===== src/rtl/dlx_pkg.sv =====
// Shared constants and types for the DLX fetch front end.
// Buses are numbered [0:31], so bit 0 is the MSB.
package dlx_pkg;

  localparam logic [0:31] RESET_PC    = 32'h0000_0000;
  localparam logic [0:31] NOP_INSTR   = 32'h0000_0000;
  localparam logic [0:5]  TRAP_OPCODE = 6'h11;

  typedef enum logic {
    ST_RUN,
    ST_HALT
  } fetch_state_t;

  // Update applied to the IF/ID register group at a clock edge.
  typedef enum logic [1:0] {
    IFID_HOLD,
    IFID_SQUASH,
    IFID_LOAD
  } ifid_op_t;

  function automatic logic is_trap(input logic [0:31] instr);
    return instr[0:5] == TRAP_OPCODE;
  endfunction

endpackage


===== src/rtl/if_id_reg.sv =====
// IF/ID pipeline register group: holds, squashes to a NOP bubble, or loads a fetched word.
module if_id_reg
  import dlx_pkg::*;
(
  input  logic        clk,
  input  logic        reset,
  input  ifid_op_t    op,
  input  logic [0:31] next_instr,
  input  logic [0:31] next_pc4,
  output logic [0:31] instr,
  output logic [0:31] pc4,
  output logic        valid
);

  always_ff @(posedge clk or posedge reset) begin
    if (reset) begin
      instr <= NOP_INSTR;
      pc4   <= '0;
      valid <= 1'b0;
    end else begin
      case (op)
        IFID_LOAD: begin
          instr <= next_instr;
          pc4   <= next_pc4;
          valid <= 1'b1;
        end
        // A bubble keeps the old pc4; decode ignores it while valid is low.
        IFID_SQUASH: begin
          instr <= NOP_INSTR;
          valid <= 1'b0;
        end
        default: ;
      endcase
    end
  end

endmodule


===== src/rtl/fetch_stage.sv =====
// Instruction fetch stage: PC register, RUN/HALT control and the IF/ID register.
// Priority at each edge: stall_ext, redirect, stall_hazard, then the state action.
module fetch_stage
  import dlx_pkg::*;
(
  input  logic        clk,
  input  logic        reset,
  input  logic        stall_ext,
  input  logic        stall_hazard,
  input  logic        redirect_valid,
  input  logic [0:31] redirect_target,
  input  logic [0:31] imem_data,
  output logic [0:31] imem_addr,
  output logic [0:31] if_id_instr,
  output logic [0:31] if_id_pc4,
  output logic        if_id_valid,
  output logic        halted
);

  fetch_state_t state, next_state;
  logic [0:31]  pc, next_pc, pc_plus4;
  ifid_op_t     ifid_op;

  // 32-bit add simply drops the carry, so 0xFFFFFFFC wraps to 0.
  assign pc_plus4  = pc + 32'd4;
  assign imem_addr = pc;
  assign halted    = (state == ST_HALT);

  // NOTE: sequential state uses non-blocking assignments so every register
  // samples pre-edge values regardless of block ordering.
  always_ff @(posedge clk or posedge reset) begin
    if (reset) begin
      pc    <= RESET_PC;
      state <= ST_RUN;
    end else begin
      pc    <= next_pc;
      state <= next_state;
    end
  end

  // NOTE: every output of this block is given a default first so no path
  // leaves a signal unassigned and infers a latch.
  always_comb begin
    next_state = state;
    next_pc    = pc;
    ifid_op    = IFID_HOLD;
    if (stall_ext) begin
      // Whole pipeline frozen, pending redirect included.
    end else if (redirect_valid) begin
      next_pc    = redirect_target;
      ifid_op    = IFID_SQUASH;
      next_state = ST_RUN;
    end else if (stall_hazard) begin
      // Load-use stall: PC and IF/ID hold.
    end else if (state == ST_HALT) begin
      ifid_op = IFID_SQUASH;
    end else begin
      next_pc = pc_plus4;
      ifid_op = IFID_LOAD;
      if (is_trap(imem_data)) next_state = ST_HALT;
    end
  end

  if_id_reg u_if_id (
    .clk        (clk),
    .reset      (reset),
    .op         (ifid_op),
    .next_instr (imem_data),
    .next_pc4   (pc_plus4),
    .instr      (if_id_instr),
    .pc4        (if_id_pc4),
    .valid      (if_id_valid)
  );

endmodule


===== config.mk =====
export PLATFORM = sky130hd
export DESIGN_NAME = fetch_stage
export DESIGN_NICKNAME = d
export VERILOG_FILES = /design/src/rtl/dlx_pkg.sv /design/src/rtl/if_id_reg.sv /design/src/rtl/fetch_stage.sv
export SDC_FILE = /design/constraint.sdc
export NUM_CORES = 1
export LEC_CHECK = 0
export CORE_MARGIN = 4
export CORE_UTILIZATION = 35
export CTS_CLUSTER_SIZE = 16
export DETAILED_ROUTE_END_ITERATION = 10
export PLACE_DENSITY = 0.64
export SYNTH_ARGS = -nofsm -noshare
export SYNTH_HDL_FRONTEND = slang
export SYNTH_HIERARCHICAL = 1
export SYNTH_SLANG_ARGS = --single-unit

===== constraint.sdc =====
create_clock -name clk -period 2.34 [get_ports clk]
set_input_delay 0.468 -clock clk [delete_from_list [all_inputs] [get_ports clk]]
set_output_delay 0.468 -clock clk [all_outputs]
set_load 0.005 [all_outputs]

==> metrics.log <==
[metrics] internal power summed over all cells: 4.288 mW
[metrics] Hold/Removal Path Class: reg -> reg
[metrics] static leakage: 3.141 nW
[metrics] cts hold-fix bufs: 0
[metrics] Tightest Pin Transition: between 500 and 600 ps
[metrics] area growth from synthesis to final layout: 43.67%
[metrics] timing startpoint of the critical path: imem_addr[24]
[metrics] Site Rows: 44
[metrics] Pwr per Cell Area: slightly below 800 mW/mm^2
[metrics] Final GP Congestion: 0.8219
[metrics] flop and latch count out of synthesis: 98
[metrics] number of port buffers: between 150 and 200
[metrics] Sequential Power Share: roughly 40%
[metrics] DR vias: approximately 4,500
[metrics] total number of yosys warnings: 6
[metrics] Avg Synthesized Cell Area: ~11 sq um
[metrics] global routing met1 resource utilization: between 20% and 30%
[metrics] endpoint of the worst register-to-register path: u_if_id/pc4[7]
[metrics] wire length of the first global-routing pass: 24,440 um
[metrics] largest area contributor in the netlist: dfrtp_1
[metrics] Max Transition Viols Final: 0
[metrics] count of clock tree sinks: 98
[metrics] post-route minimum period: approximately 2200 ps
[metrics] total track usage: 18.24%
[metrics] deepest clock path buffer count: 2
[metrics] post-cts gate resize count: 0
[metrics] Worst Setup Slack, final: ~170 ps
[metrics] antenna violations before repair: 0
[metrics] proportion of synthesized chip area in sequential cells: between 40% and 50%
[metrics] startpoint type of the worst setup path: register
[metrics] Antenna Nets Post-Route: 0
[metrics] leading post-synthesis cells by instance count: dfrtp_1, a22o_1, mux2_4
[metrics] Final setup viols: 0
[metrics] Max Cap Viol: 0
[metrics] setup TNS: 0 ps
[metrics] Placed Instances: 823
[metrics] number of DRC violations after detailed-routing iteration 0: approximately 240
[metrics] Placed Area: ~0.0073 sq mm
[metrics] met2 routing resource usage after global routing: 28.49%
[metrics] clock share of power: between 20% and 30%
[metrics] ys flop type: dfrtp_1
[metrics] count of buffers added by post-CTS timing repair for setup: 0
[metrics] cells along the critical path: nand4_4 > or4_4 > or3_4 > xnor2_1 > mux2_4
[metrics] drt first pass iters: 4
[metrics] cell at the root of the clock tree: clkbuf_16
[metrics] net count after synthesis: 548
[metrics] number of unique standard cell types used by synthesis: between 60 and 70
[metrics] average wire per cell in the routed design: ~19 um
[metrics] outcome: finished, final reports clean
[metrics] Total Die Area: between 0.015 and 0.02 sq mm
[metrics] Synth async-reset ratio: between 90% and 100%
[metrics] total overflow reported by the global router: 0
[metrics] I/O pin count: 167
[metrics] share of the core filled with cells in the final layout: between 50% and 60%
[metrics] maximum ir drop on the vdd rail: approximately 0.38 mV
[metrics] worst skew pair latency: between 300 and 400 ps
[metrics] number of enable flip-flop cells after synthesis: 0
[metrics] top cell type's share of synthesized area: about 46%
[metrics] via count of the first global-routing pass: between 4,000 and 5,000
[metrics] Hold Crit Depth: 2
[metrics] Worst EP arrival: around 2400 ps
[metrics] critical path class: reg -> reg
[metrics] post-route design area: between 0.007 and 0.008 sq mm
[metrics] Critical Path Sink: u_if_id/pc4[7]
[metrics] post-synthesis cell count: around 480
[metrics] Most Crowded Layer GR: met2
[metrics] core box area: around 0.015 sq mm
[metrics] Syn Std Cell Area: between 0.005 and 0.006 sq mm
[metrics] drc violations: 0
[metrics] cell with the most instances after synthesis: dfrtp_1
[metrics] reg-to-reg critical path startpoint: imem_addr[24]
[metrics] Pwr Total: 5.980 mW
[metrics] TritonCTS clock tree: built
[metrics] library cell contributing the largest single delay on the critical path: or4_4
[metrics] Net Sw Power: 1.692 mW
[metrics] setup slack after placement: -173.1 ps
[metrics] Die Y: 131 um
[metrics] via count normalized by instance count: ~5.3
[metrics] fin nets: ~720
[metrics] H-tree levels: 3
[metrics] die width: about 130 um
[metrics] final count of hold timing violations: 0
[metrics] diodes inserted: 0
[metrics] Highest Clock Rate: 460.5 MHz
[metrics] total routed wirelength: about 16,000 um
[metrics] ratio of cells with drive above 1 in the final layout: between 10% and 20%
[metrics] non-filler instance count after layout: about 840
[metrics] Num CTS Buffers: 9
[metrics] met3 usage: 4.146%
[metrics] pin count of the biggest net entering global routing: 44
[metrics] highest net fanout along the worst path: 7
[metrics] HPWL reported at the end of detailed placement: 11,610 um
[metrics] unrepaired setup endpoints after global routing: no
[metrics] crit end category: register
[metrics] number of cells on the worst reg-to-reg path: 5
[metrics] starting density of the core: 36.02%
[metrics] Register-to-Register Setup Slack: between 150 and 200 ps
[metrics] combinational cell fraction of total power: about a third
[metrics] endpoint required time on the critical path: roughly 2600 ps
[metrics] Max-slew headroom: roughly 64%
[metrics] CTS clk-pin slew, worst paths: approximately 70 ps
[metrics] main area contributors after synthesis: dfrtp_1, mux2_4, a22o_1
[metrics] share of the clock period used by the worst path: between 90 and 100%
[metrics] final worst hold slack: approximately 490 ps
[metrics] Fin Clk Skew: between 10 and 15 ps
[metrics] Switching Fraction: about 28%
[metrics] largest stage delay on the critical path: about 620 ps
-- metal layers --
metal,up-vias,wire length [um]
met4,0,305
li1,2094,-
met3,25,1142
met1,2175,7142
met2,165,7249
met5,-,0
-- state kept, by name, indices dropped and copies added, names as in the netlist --
| register | cells |
|---|---|
| u_if_id/instr | 32 |
| u_if_id/valid | 1 |
| imem_addr | 32 |
| halted | 1 |
| u_if_id/pc4 | 32 |
-- placed cells by master (no fill, tap or decap), types with 5 or more instances in the layout --
cell type and n:
a22o_1 31, nor2_1 16, xor2_1 6, nor4_1 7, nand3_1 18, mux2i_1 5
clkbuf_16 9, nor3b_1 12, xnor2_1 20, a21oi_1 20, a22oi_1 5, mux2_4 30
inv_1 12, dfrtp_1 98, buf_4 40, o2bb2ai_1 5, clkdlybuf4s50_1 166, nor3_1 6
nand2_1 25, o211ai_1 11, nand4_1 10, o21ai_0 19
-- how the worst min path moves through the flow --
stage | start | slack [ps] | end
after global routing | u_if_id/instr[0] | 520 | u_if_id/instr[0]
after floorplan | u_if_id/instr[4] | 480 | u_if_id/instr[4]
after global placement | u_if_id/instr[4] | 480 | u_if_id/instr[4]
after CTS | u_if_id/valid | 500 | u_if_id/valid
final | u_if_id/valid | 490 | u_if_id/valid
after detailed placement | u_if_id/valid | 480 | u_if_id/valid
-- worst max-delay path: cells and delay by family, from the launching register on --
family,cells,cell delay (ps)
flip-flops,1,490
multiplexers,1,260
XOR/XNOR,1,140
AND/OR/NAND/NOR,3,1180
-- kinds of logic after synthesis --
| kind of cell | count (synthesis) | synth area share (%) |
|---|---|---|
| and+or+nand+nor | 136 | 16.40 |
| AOI/OAI and AO/OA | 112 | 15.36 |
| DFF | 98 | 46.31 |
| buffers and inverters | 60 | 6.380 |
| muxes | 39 | 10.30 |
| xor gates and xnor gates | 26 | 4.301 |
| adders and majority gates | 4 | 0.9452 |
-- cell type report --
| class | count | area [sq um] |
|---|---|---|
| Clock buffer | 9 | 225.2 |
| Timing Repair Buffer | 210 | 2042 |
| Sequential cell | 98 | 2452 |
| Inverter | 14 | 52.55 |
| Multi-Input combinational cell | 317 | 2514 |
| Tap cell | 184 | 230.2 |
| Fill cell | 1320 | 7092 |
| Clock inverter | 7 | 91.34 |
-- power groups by stage --
stage                     Combinational (mW)  Clock [mW]  Sequential [mW]
after floorplan                        0.866           0             2.37
after global placement                  1.98           0             2.40
after detailed placement                2.01           0             2.41
after CTS                               2.02        1.64             2.39
after global routing                    2.15        1.71             2.44
final                                   2.00        1.60             2.39
No activity file was read; power rests on OpenSTA's default activity.
